File: config.mk
export PLATFORM = sky130hd
export DESIGN_NAME = mem_ctrl_requester
export DESIGN_NICKNAME = d
export VERILOG_FILES = /design/src/rtl/mem_ctrl_requester.sv
export SDC_FILE = /design/constraint.sdc
export NUM_CORES = 1
export LEC_CHECK = 0
export ABC_CLOCK_PERIOD_IN_PS = 2800
export CORE_AREA = 2 2 349 351
export CTS_BUF_LIST = sky130_fd_sc_hd__clkbuf_16
export CTS_CLUSTER_SIZE = 8
export DETAILED_ROUTE_END_ITERATION = 6
export DIE_AREA = 0 0 351 353
export GPL_TIMING_DRIVEN = 0
export PLACE_DENSITY = 0.43
export SYNTH_ARGS = -nofsm -noshare
export SYNTH_HDL_FRONTEND = slang
export SYNTH_SLANG_ARGS = --single-unit
File: constraint.sdc
create_clock -name clk -period 2.8 [get_ports clk]
set_input_delay 0.56 -clock clk [delete_from_list [all_inputs] [get_ports clk]]
set_output_delay 0.56 -clock clk [all_outputs]
set_load 0.02 [all_outputs]
File: src/rtl/mem_ctrl_requester.sv
// Line requester: turns 256-bit line reads/writes into 128-bit memory-controller
// FIFO traffic and reassembles read lines. Optional counters: define MEMREQ_STATS_EN.
module mem_ctrl_requester #(
   parameter int ADDR_WIDTH      = 20,
   parameter int MAX_OUTSTANDING = 4
) (
   input  logic                  clk,
   input  logic                  rst,
   input  logic                  req_valid,
   output logic                  req_ready,
   input  logic                  req_we,
   input  logic [ADDR_WIDTH-1:0] req_addr,
   input  logic [255:0]          req_wdata,
   output logic                  rsp_valid,
   input  logic                  rsp_ready,
   output logic [255:0]          rsp_rdata,
   output logic [ADDR_WIDTH-1:0] mc_address,
   output logic                  mc_read,
   output logic                  mc_writeaf,
   input  logic                  mc_affull,
   output logic [127:0]          mc_writedata,
   output logic                  mc_writewb,
   input  logic                  mc_wbfull,
   input  logic [127:0]          mc_readdata,
   input  logic                  mc_rbempty,
   output logic                  mc_readrb,
   output logic [31:0]           stat_rd,
   output logic [31:0]           stat_wr
);

   typedef enum logic [1:0] {
      IDLE  = 2'd0,
      WR_LO = 2'd1,
      WR_HI = 2'd2,
      CMD   = 2'd3
   } state_t;

   localparam logic [3:0] MAX_C = 4'(MAX_OUTSTANDING);

   state_t                state_q, state_d;
   logic [ADDR_WIDTH-1:0] addr_q, addr_d;
   logic                  we_q, we_d;
   logic [255:0]          wdata_q, wdata_d;
   logic [3:0]            cnt_q, cnt_d;
   logic                  sel_q, sel_d;
   logic                  rsp_valid_q, rsp_valid_d;
   logic [255:0]          rdata_q, rdata_d;
   logic                  ready_s;
   logic                  issue_rd_s;
   logic                  pop_s;
   logic                  hs_s;
   logic                  dec_s;

   // Writes never wait on the read budget; reads stall once MAX_OUTSTANDING are in flight.
   assign ready_s    = (state_q == IDLE) && !rst && (req_we || (cnt_q < MAX_C));
   assign req_ready  = ready_s;
   assign mc_address = addr_q;

   // Command FSM next state and strobes; strobes are forced low while rst is high.
   always_comb begin
      state_d      = state_q;
      addr_d       = addr_q;
      we_d         = we_q;
      wdata_d      = wdata_q;
      mc_writewb   = 1'b0;
      mc_writedata = wdata_q[127:0];
      mc_writeaf   = 1'b0;
      mc_read      = 1'b0;
      issue_rd_s   = 1'b0;
      if (rst) begin
         state_d = IDLE;
      end else begin
         case (state_q)
            IDLE: begin
               if (req_valid && ready_s) begin
                  addr_d  = req_addr;
                  we_d    = req_we;
                  wdata_d = req_wdata;
                  state_d = req_we ? WR_LO : CMD;
               end else begin
                  state_d = IDLE;
               end
            end
            WR_LO: begin
               if (!mc_wbfull) begin
                  mc_writewb = 1'b1;
                  state_d    = WR_HI;
               end else begin
                  state_d = WR_LO;
               end
            end
            WR_HI: begin
               mc_writedata = wdata_q[255:128];
               if (!mc_wbfull) begin
                  mc_writewb = 1'b1;
                  state_d    = CMD;
               end else begin
                  state_d = WR_HI;
               end
            end
            CMD: begin
               if (!mc_affull) begin
                  mc_writeaf = 1'b1;
                  mc_read    = !we_q;
                  issue_rd_s = !we_q;
                  state_d    = IDLE;
               end else begin
                  state_d = CMD;
               end
            end
            default: begin
               state_d = IDLE;
            end
         endcase
      end
   end

   // Command-side registers.
   always_ff @(posedge clk) begin
      if (rst) begin
         state_q <= IDLE;
         addr_q  <= {ADDR_WIDTH{1'b0}};
         we_q    <= 1'b0;
         wdata_q <= 256'd0;
      end else begin
         state_q <= state_d;
         addr_q  <= addr_d;
         we_q    <= we_d;
         wdata_q <= wdata_d;
      end
   end

   // A held line blocks further pops, so pop and handshake are mutually exclusive.
   assign pop_s     = !rst && !mc_rbempty && !rsp_valid_q;
   assign hs_s      = rsp_valid_q && rsp_ready;
   assign mc_readrb = pop_s;
   assign rsp_valid = rsp_valid_q;
   assign rsp_rdata = rdata_q;

   // Line assembler: low beat first, line presented the cycle after the high beat.
   always_comb begin
      sel_d       = sel_q;
      rdata_d     = rdata_q;
      rsp_valid_d = rsp_valid_q;
      if (pop_s) begin
         if (!sel_q) begin
            rdata_d[127:0] = mc_readdata;
            sel_d          = 1'b1;
         end else begin
            rdata_d[255:128] = mc_readdata;
            sel_d            = 1'b0;
            rsp_valid_d      = 1'b1;
         end
      end else if (hs_s) begin
         rsp_valid_d = 1'b0;
      end else begin
         rsp_valid_d = rsp_valid_q;
      end
   end

   // A response with nothing outstanding is still delivered but must not wrap the count.
   assign dec_s = hs_s && (cnt_q != 4'd0);

   // Outstanding-read count.
   always_comb begin
      cnt_d = cnt_q;
      case ({issue_rd_s, dec_s})
         2'b10: begin
            if (cnt_q != 4'hF) begin
               cnt_d = cnt_q + 4'd1;
            end else begin
               cnt_d = cnt_q;
            end
         end
         2'b01:   cnt_d = cnt_q - 4'd1;
         default: cnt_d = cnt_q;
      endcase
   end

   // Return-path registers.
   always_ff @(posedge clk) begin
      if (rst) begin
         cnt_q       <= 4'd0;
         sel_q       <= 1'b0;
         rsp_valid_q <= 1'b0;
         rdata_q     <= 256'd0;
      end else begin
         cnt_q       <= cnt_d;
         sel_q       <= sel_d;
         rsp_valid_q <= rsp_valid_d;
         rdata_q     <= rdata_d;
      end
   end

`ifdef MEMREQ_STATS_EN
   logic [31:0] stat_rd_q;
   logic [31:0] stat_wr_q;

   // Free-running statistics, wrapping at 2^32.
   always_ff @(posedge clk) begin
      if (rst) begin
         stat_rd_q <= 32'd0;
         stat_wr_q <= 32'd0;
      end else begin
         if (hs_s) begin
            stat_rd_q <= stat_rd_q + 32'd1;
         end
         if (mc_writeaf && !mc_read) begin
            stat_wr_q <= stat_wr_q + 32'd1;
         end
      end
   end

   assign stat_rd = stat_rd_q;
   assign stat_wr = stat_wr_q;
`else
   assign stat_rd = 32'd0;
   assign stat_wr = 32'd0;
`endif

endmodule
# == After elaboration in Yosys (flattened, before gate mapping) ==
# Index checks and enable logic that the tools add are counted.
# classes
order_cmp,1
n_eq_ne,8
muxes,23
bitwise,1
n_reduce_logical,22
addsub,2
# ops
op,count
128-bit 2-to-1 mux,2
1-bit 2-to-1 mux,14
2-bit AND reduction,5
2-bit 2-to-1 mux,4
2-bit case mux with 4 select lines,1
4-bit case mux with 2 select lines,1
1-bit logical AND,7
"2-bit equality test, second input constant",3
"4-bit by 1-bit adder with 4-bit output, second input constant",1
"2-bit by 1-bit equality test with 1-bit output, second input constant",2
1-bit zero test,4
"4-bit by 3-bit < comparator with 1-bit output, second input constant",1
4-bit 2-to-1 mux,1
"4-bit != test, second input constant",1
2-bit nonzero test,2
4-bit nonzero test,1
"4-bit by 1-bit subtractor with 4-bit output, second input constant",1
2-bit zero test,1
"2-bit by 1-bit != test with 1-bit output, second input constant",1
"2-bit != test, second input constant",1
2-bit OR reduction,1
1-bit logical OR,1
1-bit NOT,1
# word_totals
inputBits,412
wordCells,66
reg_bits,541

# == Depth between registers and ports, before layout ==
# Gate-level depths: netlist of the first run.
# depth
word_depth,7
mapped_depth,8
depth_no_buf,8

# == Least setup slack after synthesis of the first run ==
# No wires, ideal clock.
# synth_path
kind,input port to flip-flop
startpoint,input rst
endpoint,register cnt_q[2]
arrival_time_ns,2.220
required_time_ns,2.679
setup_slack_ns,0.459
stages,8
cell_sequence,buf_6 > nor4b_4 > or3_1 > xnor2_1 > ha_1 > nor2_1 > a22oi_2 > mux2_4
# synth_via
elab_chain_len,4
# synth_rtl
element,line_no,source
"start, declared",8,"input logic rst,"
1-bit 2-to-1 mux (*),-,
named net mc_read,18,"output logic mc_read,"
2-bit equality test / 2-bit by 1-bit equality test with 1-bit output (equally long branches),167,"case ({issue_rd_s, dec_s})"
2-bit != test (no line) / 2-bit nonzero test (equally long branches),-,
2-bit AND reduction (no line),-,
"end signal, assigned",188,cnt_q <= cnt_d;
"end, declared",44,"logic [3:0] cnt_q, cnt_d;"
# Mark *: on every way through the listed nets, which the timed path passes. The rest lies on a longest branch.
# A chain may end at the register's enable or synchronous reset.

# == Worst setup path after layout of the first run ==
# layout_path
startpoint,register state_q[0]
endpoint,output mc_writedata[27]
# layout_via
elab_chain_len,3
# layout_rtl
element,line_no,source
"start, declared",40,"state_t state_q, state_d;"
"start signal, assigned",126,state_q <= state_d;
2-bit equality test,73,case (state_q)
128-bit 2-to-1 mux,73,
128-bit 2-to-1 mux,70,if (rst) begin
"end, declared",21,"output logic [127:0] mc_writedata,"
# Every way passes these cells.

==> results of run 1 <==
-- worst min-delay path, cell delays in order --
cell	delay, ns
dlymetal6s2s_1	0.16
nor3_2	0.10
xnor2_1	0.15
nor2_1	0.04
-- power breakdown --
group / switching (mW) / leakage, nW / internal, mW
combinational: 4.32 / 9.08 / 3.70
clock: 3.87 / 1.13 / 5.25
sequential: 0.640 / 4.44 / 8.85
total: 8.83 / 14.6 / 17.8
-- what timing repair did --
| action | in CTS | in global routing |
|---|---|---|
| setup endpoints to repair | 267 | 166 |
| endpoints found under the hold margin | 0 | 0 |
| resized for setup | 811 | 122 |
| cloned | 4 | 5 |
| buffers inserted | 8 | 8 |
| pin swaps | 1 | 0 |
-- synthesized netlist by cell type, drive strengths merged, types with 2 or more instances --
cell type,instances
nor4,2
nand2,810
o31a,2
o21ai,258
clkbuf,100
nand3b,276
ha,6
buf,158
nor3b,2
a21oi,3
mux2,129
xnor2,2
nand2b,257
dfxtp,541
nor2,5
inv,2
nor3,6
nor2b,3
-- path summary, 6_finish.rpt --
check / from / endpoint / cells past startpoint
worst max register to register: state_q[0] / cnt_q[2] / 11
worst max-delay path: state_q[0] / mc_writedata[27] / 9
worst min-delay path: rst / sel_q / 4
worst min register to register: rsp_rdata[114] / rsp_rdata[114] / 2
-- per-stage QoR --
stage | power (mW) | cells | area, µm² | hold slack (ns) | utilization, %
finish | 26.6 | 5239 | 35900 | 0.413 | 29.7
global route | 27.9 | 5230 | 35800 | 0.409 | 29.7
CTS | 26.7 | 5206 | 35400 | 0.362 | 29.3
detailed placement | 17.0 | 5091 | 32700 | 0.454 | 27.1
global placement | 17.0 | 5091 | 32700 | 0.452 | 27.1
floorplan | 13.1 | 2645 | 22400 | 0.446 | -
-- logic make-up after synthesis --
group / after synthesis / share of synthesized area [%]
buf+inv: 260 / 6.61
xor+xnor: 2 / 0.0790
flops: 541 / 48.8
simple gates: 1369 / 31.2
fa+ha+maj: 6 / 0.338
compound gates: 273 / 6.36
other cells: 1 / 0.0169
mux: 130 / 6.61
-- layer usage --
| layer | global-route usage [%] | vias up |
|---|---|---|
| met5 | 0 | - |
| met4 | 6.80 | 18 |
| met3 | 5.61 | 162 |
| met2 | 29.3 | 665 |
| met1 | 21.6 | 9732 |
| li1 | - | 10300 |
-- state kept, by name (all words and copies together) (netlist names) --
register    flops
we_q            1
cnt_q           4
sel_q           1
rsp_valid       1
rsp_rdata     256
mc_address     20
wdata_q       256
state_q         2
-- cell type report --
type	instances	area share, %
repair buffers	845	23.7
inverters	2	0.0209
plain buffers	258	4.79
clock buffers	81	5.65
multi-input cells	1844	29.2
clock inverters	22	0.614
flip-flops and latches	541	30.2
diodes	21	0.147
well taps	1625	5.67
-- cell usage in the layout (no fill, tap or decap), drive strengths merged, types with 2 or more instances in the layout --
cell type	Yosys	final
a21oi	3	3
clkdlybuf4s50	0	687
xnor2	2	2
nor3b	2	2
inv	2	12
ha	6	6
nor3	6	6
nand2	810	810
o31a	2	2
dlymetal6s2s	0	2
nand2b	257	257
nor4	2	2
dfxtp	541	541
nor2b	3	3
conb	1	64
mux2	129	129
buf	158	300
nand3b	276	276
diode	0	21
clkbuf	100	193
nor2	5	5
o21ai	258	258
clkinv	0	11
==> results.toml, run 1 <==
[cells_and_area]
area.sequential_mm2 = 0.0108
multi_input_area_mm2 = 0.0105
fillers = 12900
syn_to_final_growth_pct = 61.6
drive_above_1_share_pct = 15.4
fin_nets = 3990

[synth]
syn_inst = 2582
ys_async_sr_fraction_pct = 0
yosys.area.top_type = "dfxtp_1"
netlist_area_mm2 = 0.0222
ys_ff_latch = 541
synth.distinct_cells = 47
synth.avg_cell_area_um2 = 8.59
seq_area_frac_synth_pct = 48.8
yosysTopAreaCellShare_pct = 48.8
yosysWarnings = 0
synth_ff_type = "dfxtp_1"
synth_edf_count = 0
synth.area.top_cells = "dfxtp_1 49%, nand2_1 14%, nand3b_1 9.3%, nand2b_1 7.2%, mux2_2 6.5%"

[floorplanning]
fp.coreArea_mm2 = 0.121
initial_utilization_pct = 18.4
die_x_um = 351
die_h_um = 353
ios = 886
dieArea_mm2 = 0.124
fp-row-count = 128

[place]
port_buffers = 821
place_ws_ns = -1.58
dp_hpwl_um = 88500
finalWeightedCongestion = 0.866

[clock_network]
cts_sinks = 541
cts_buffers = 80
cts_buffer_depth = 3
clockRootBuffer = "clkbuf_16"
tritoncts = "done"
clkLatencyLatePin_ns = 0.65
cts_max_level = 3
hold_buffers = 0
clkTransAtPathRegs_ns = 0.06

[timing]
rsz0062_at_grt = "yes"
drv_slew = 0
fmax_mhz = 342
worst_slew_pin_slew_ns = 1.06
finalHoldViolCount = 0
period_minus_slack_ns = 2.92
timing.final.ws_setup_ns = -0.123
skew_ns = 0.0323
setup_viol_count_final = 108
period_share_pct = 104
relSlewSlack_pct = 29.4
finalSetupTns_ns = -7.34

[setup_path]
required_ns = 2.24
crit_slowest_cell = "dfxtp_2"
cp.arrival_ns = 2.36
cp_top_family = "buffers and inverters"
start_kind = "flip-flop"
cp_num_buf_inv = 6
cpPeakStageDelay_ns = 0.34
crit_path_cell_trace = "inv_2, ha_4, nor2b_4, buf_12, clkbuf_16, buf_12, buf_16, mux2_4, buf_6"
reg2reg_slack_ns = 0.15
critical_path_class = "reg2out"
path_max_fanout = 5
end_kind = "output port"
cp_common_cell = "buf_12"

[drt]
wirelength_um = 115000
wl_met3_um = 9170
drtIter0Drc = 1127
viasPerCell = 3.98
met1_length_um = 48500
wl_met2_um = 53900
ant_nets = 0
dr.pass1.iters = 5
via_count = 20800
highest_layer = "met5"
wire_per_inst_um = 22.0
drc_errors = 0

[global_route]
grt_use_total_pct = 17.8
antenna_found_initial = 25
grt_remaining_overflow = 0
grt_start_max_net_pins = 13
grt_pass1_vias = 21000
grt_pass1_wl_um = 158000

[pwr]
vdd_ir_drop_max_mv = 0.428
p_leak_nw = 14.6
power_density_mw_per_mm2 = 743

[outcome]
violations = "setup timing"
status = "finished, violations left"

[run]
drv_cap = 0

[hold_path]
hold_path.class = "in2reg"
Note: power is estimated with default switching activity, not from simulation.
==> inputs of run 2 (changes only) <==
--- a/config.mk
+++ b/config.mk
@@ -11,7 +11,6 @@
 export CTS_CLUSTER_SIZE = 8
 export DETAILED_ROUTE_END_ITERATION = 6
 export DIE_AREA = 0 0 351 353
-export GPL_TIMING_DRIVEN = 0
 export PLACE_DENSITY = 0.43
 export SYNTH_ARGS = -nofsm -noshare
 export SYNTH_HDL_FRONTEND = slang
==> results.toml, run 2 (synthesis gave the netlist of run 1 again) <==
[timing]
skew_ns = 0.0270
period_share_pct = 108
whs_ns = 0.455
timing.final.ws_setup_ns = -0.229
fmax_mhz = 330
setup_viol_count_final = 120
finalHoldViolCount = 0
rsz0062_at_grt = "yes"
drv_slew = 0
worst_slew_pin_slew_ns = 1.15
relSlewSlack_pct = 23.5
period_minus_slack_ns = 3.03

[global_route]
grt_start_max_net_pins = 222
grt_use_total_pct = 15.4
grt_pass1_wl_um = 140000
grt_remaining_overflow = 0
grt_pass1_vias = 19500
antenna_found_initial = 21

[place]
place_ws_ns = -0.00782
dp_hpwl_um = 74100
port_buffers = 821
finalWeightedCongestion = 0.879

[clock_network]
clkTransAtPathRegs_ns = 0.05
hold_buffers = 0
tritoncts = "done"
clkLatencyLatePin_ns = 0.64
cts_max_level = 3
cts_buffers = 81
cts_buffer_depth = 3
cts_sinks = 541
clockRootBuffer = "clkbuf_16"

[pwr]
p_total_mw = 26.4
vdd_ir_drop_max_mv = 0.396
p_leak_nw = 14.1
power_density_mw_per_mm2 = 755

[drt]
ant_nets = 0
via_count = 19900
drc_errors = 0
wire_per_inst_um = 19.8
viasPerCell = 3.94
dr.pass1.iters = 4
drtIter0Drc = 1090
wirelength_um = 100000

[cells_and_area]
layout_commonest_cell = "nand2_1"
fin_nets = 3814
drive_above_1_share_pct = 13.2
final_cell_mix = "810 x nand2_1, 687 x clkdlybuf4s50_1, 539 x dfxtp_1, 276 x nand3b_1, 257 x nand2b_1"
syn_to_final_growth_pct = 57.5
fillers = 12800

[outcome]
violations = "setup timing"
status = "finished, violations left"

[floorplanning]
fp-row-count = 128
fp.coreArea_mm2 = 0.121
initial_utilization_pct = 18.4
die_x_um = 351
die_h_um = 353
ios = 886
dieArea_mm2 = 0.124

[hold_path]
hold_depth = 3
hold_start = "req_wdata[108]"
hold_path_end = "wdata_q[108]"
hold_path.class = "in2reg"

[setup_path]
timing.rr.start = "state_q[0]"
crit_path_cell_trace = "inv_2, ha_4, nor2b_4, buf_6, buf_12, buf_12, buf_12, buf_6, buf_6, mux2_4, buf_6"
cp.arrival_ns = 2.47
cpPeakStageDelay_ns = 0.33
reg2reg_slack_ns = 0.56
end_kind = "output port"
critical_path_class = "reg2out"
start_kind = "flip-flop"
reg2reg_depth = 9
required_ns = 2.24
cp_common_cell = "buf_6"
rr_endpoint = "cnt_q[2]"
crit_slowest_cell = "dfxtp_2"
path_max_fanout = 7

[run]
drv_cap = 0
-- run 2: how the worst max path moves through the flow --
stage	startpoint	endpoint	depth (start not counted)
floorplan	rst	cnt_q[2]	8
global placement	mc_affull	cnt_q[2]	8
detailed placement	mc_affull	mc_writeaf	3
CTS	state_q[0]	mc_writedata[88]	12
global route	state_q[0]	mc_writedata[76]	8
finish	state_q[0]	mc_writedata[5]	11
-- run 2: per-stage QoR --
| step | utilization [%] | TNS, ns | area (µm²) | std cells |
|---|---|---|---|---|
| global placement | 26.7 | 0 | 32200 | 4904 |
| finish | 29.0 | -10.52 | 34900 | 5053 |
| detailed placement | 26.7 | -0.0154 | 32200 | 4904 |
| global route | 29.0 | -27.80 | 34900 | 5053 |
| CTS | 28.7 | -32.31 | 34600 | 5029 |
| floorplan | - | 0 | 22400 | 2645 |
-- run 2: cell type report --
class	instances	area [µm²]	share of cell area, %
Tap cell	1625	2030	5.82
Clock buffer	84	2100	6.02
Multi-Input combinational cell	1844	10300	29.6
Timing Repair Buffer	926	9370	26.8
Inverter	2	7.51	0.0215
Clock inverter	16	225	0.645
Antenna cell	15	37.5	0.107
Sequential cell	541	10800	31.0
-- run 2: report_power, final --
group / switching (mW) / total, mW / internal [mW] / leakage [nW]
sequential: 0.926 / 9.79 / 8.86 / 4.44
clock: 3.69 / 9.35 / 5.66 / 1.15
combinational: 3.71 / 7.25 / 3.54 / 8.55
-- run 2: repair_timing --
action	CTS	global route
gates cloned	3	0
resized for setup	395	228
pin swaps	0	1
endpoints found under the setup margin	130	132
buffers inserted	22	15
-- run 2: critical path: cells and delay by family, from the launching register on --
family                   cells  cell delay [ns]
AND/OR/NAND/NOR              1             0.12
adder cells (fa/ha/maj)      1             0.15
multiplexers                 1             0.30
buffers and inverters        8             0.92
flip-flops                   1             0.33
-- run 2: routing by layer --
metal	share of wire, %	global-route usage [%]	up-vias
li1	-	-	9882
met1	40	17.8	9263
met2	49	26.4	590
met3	6.8	4.61	152
met4	3.5	6.33	10
met5	0.069	0	-
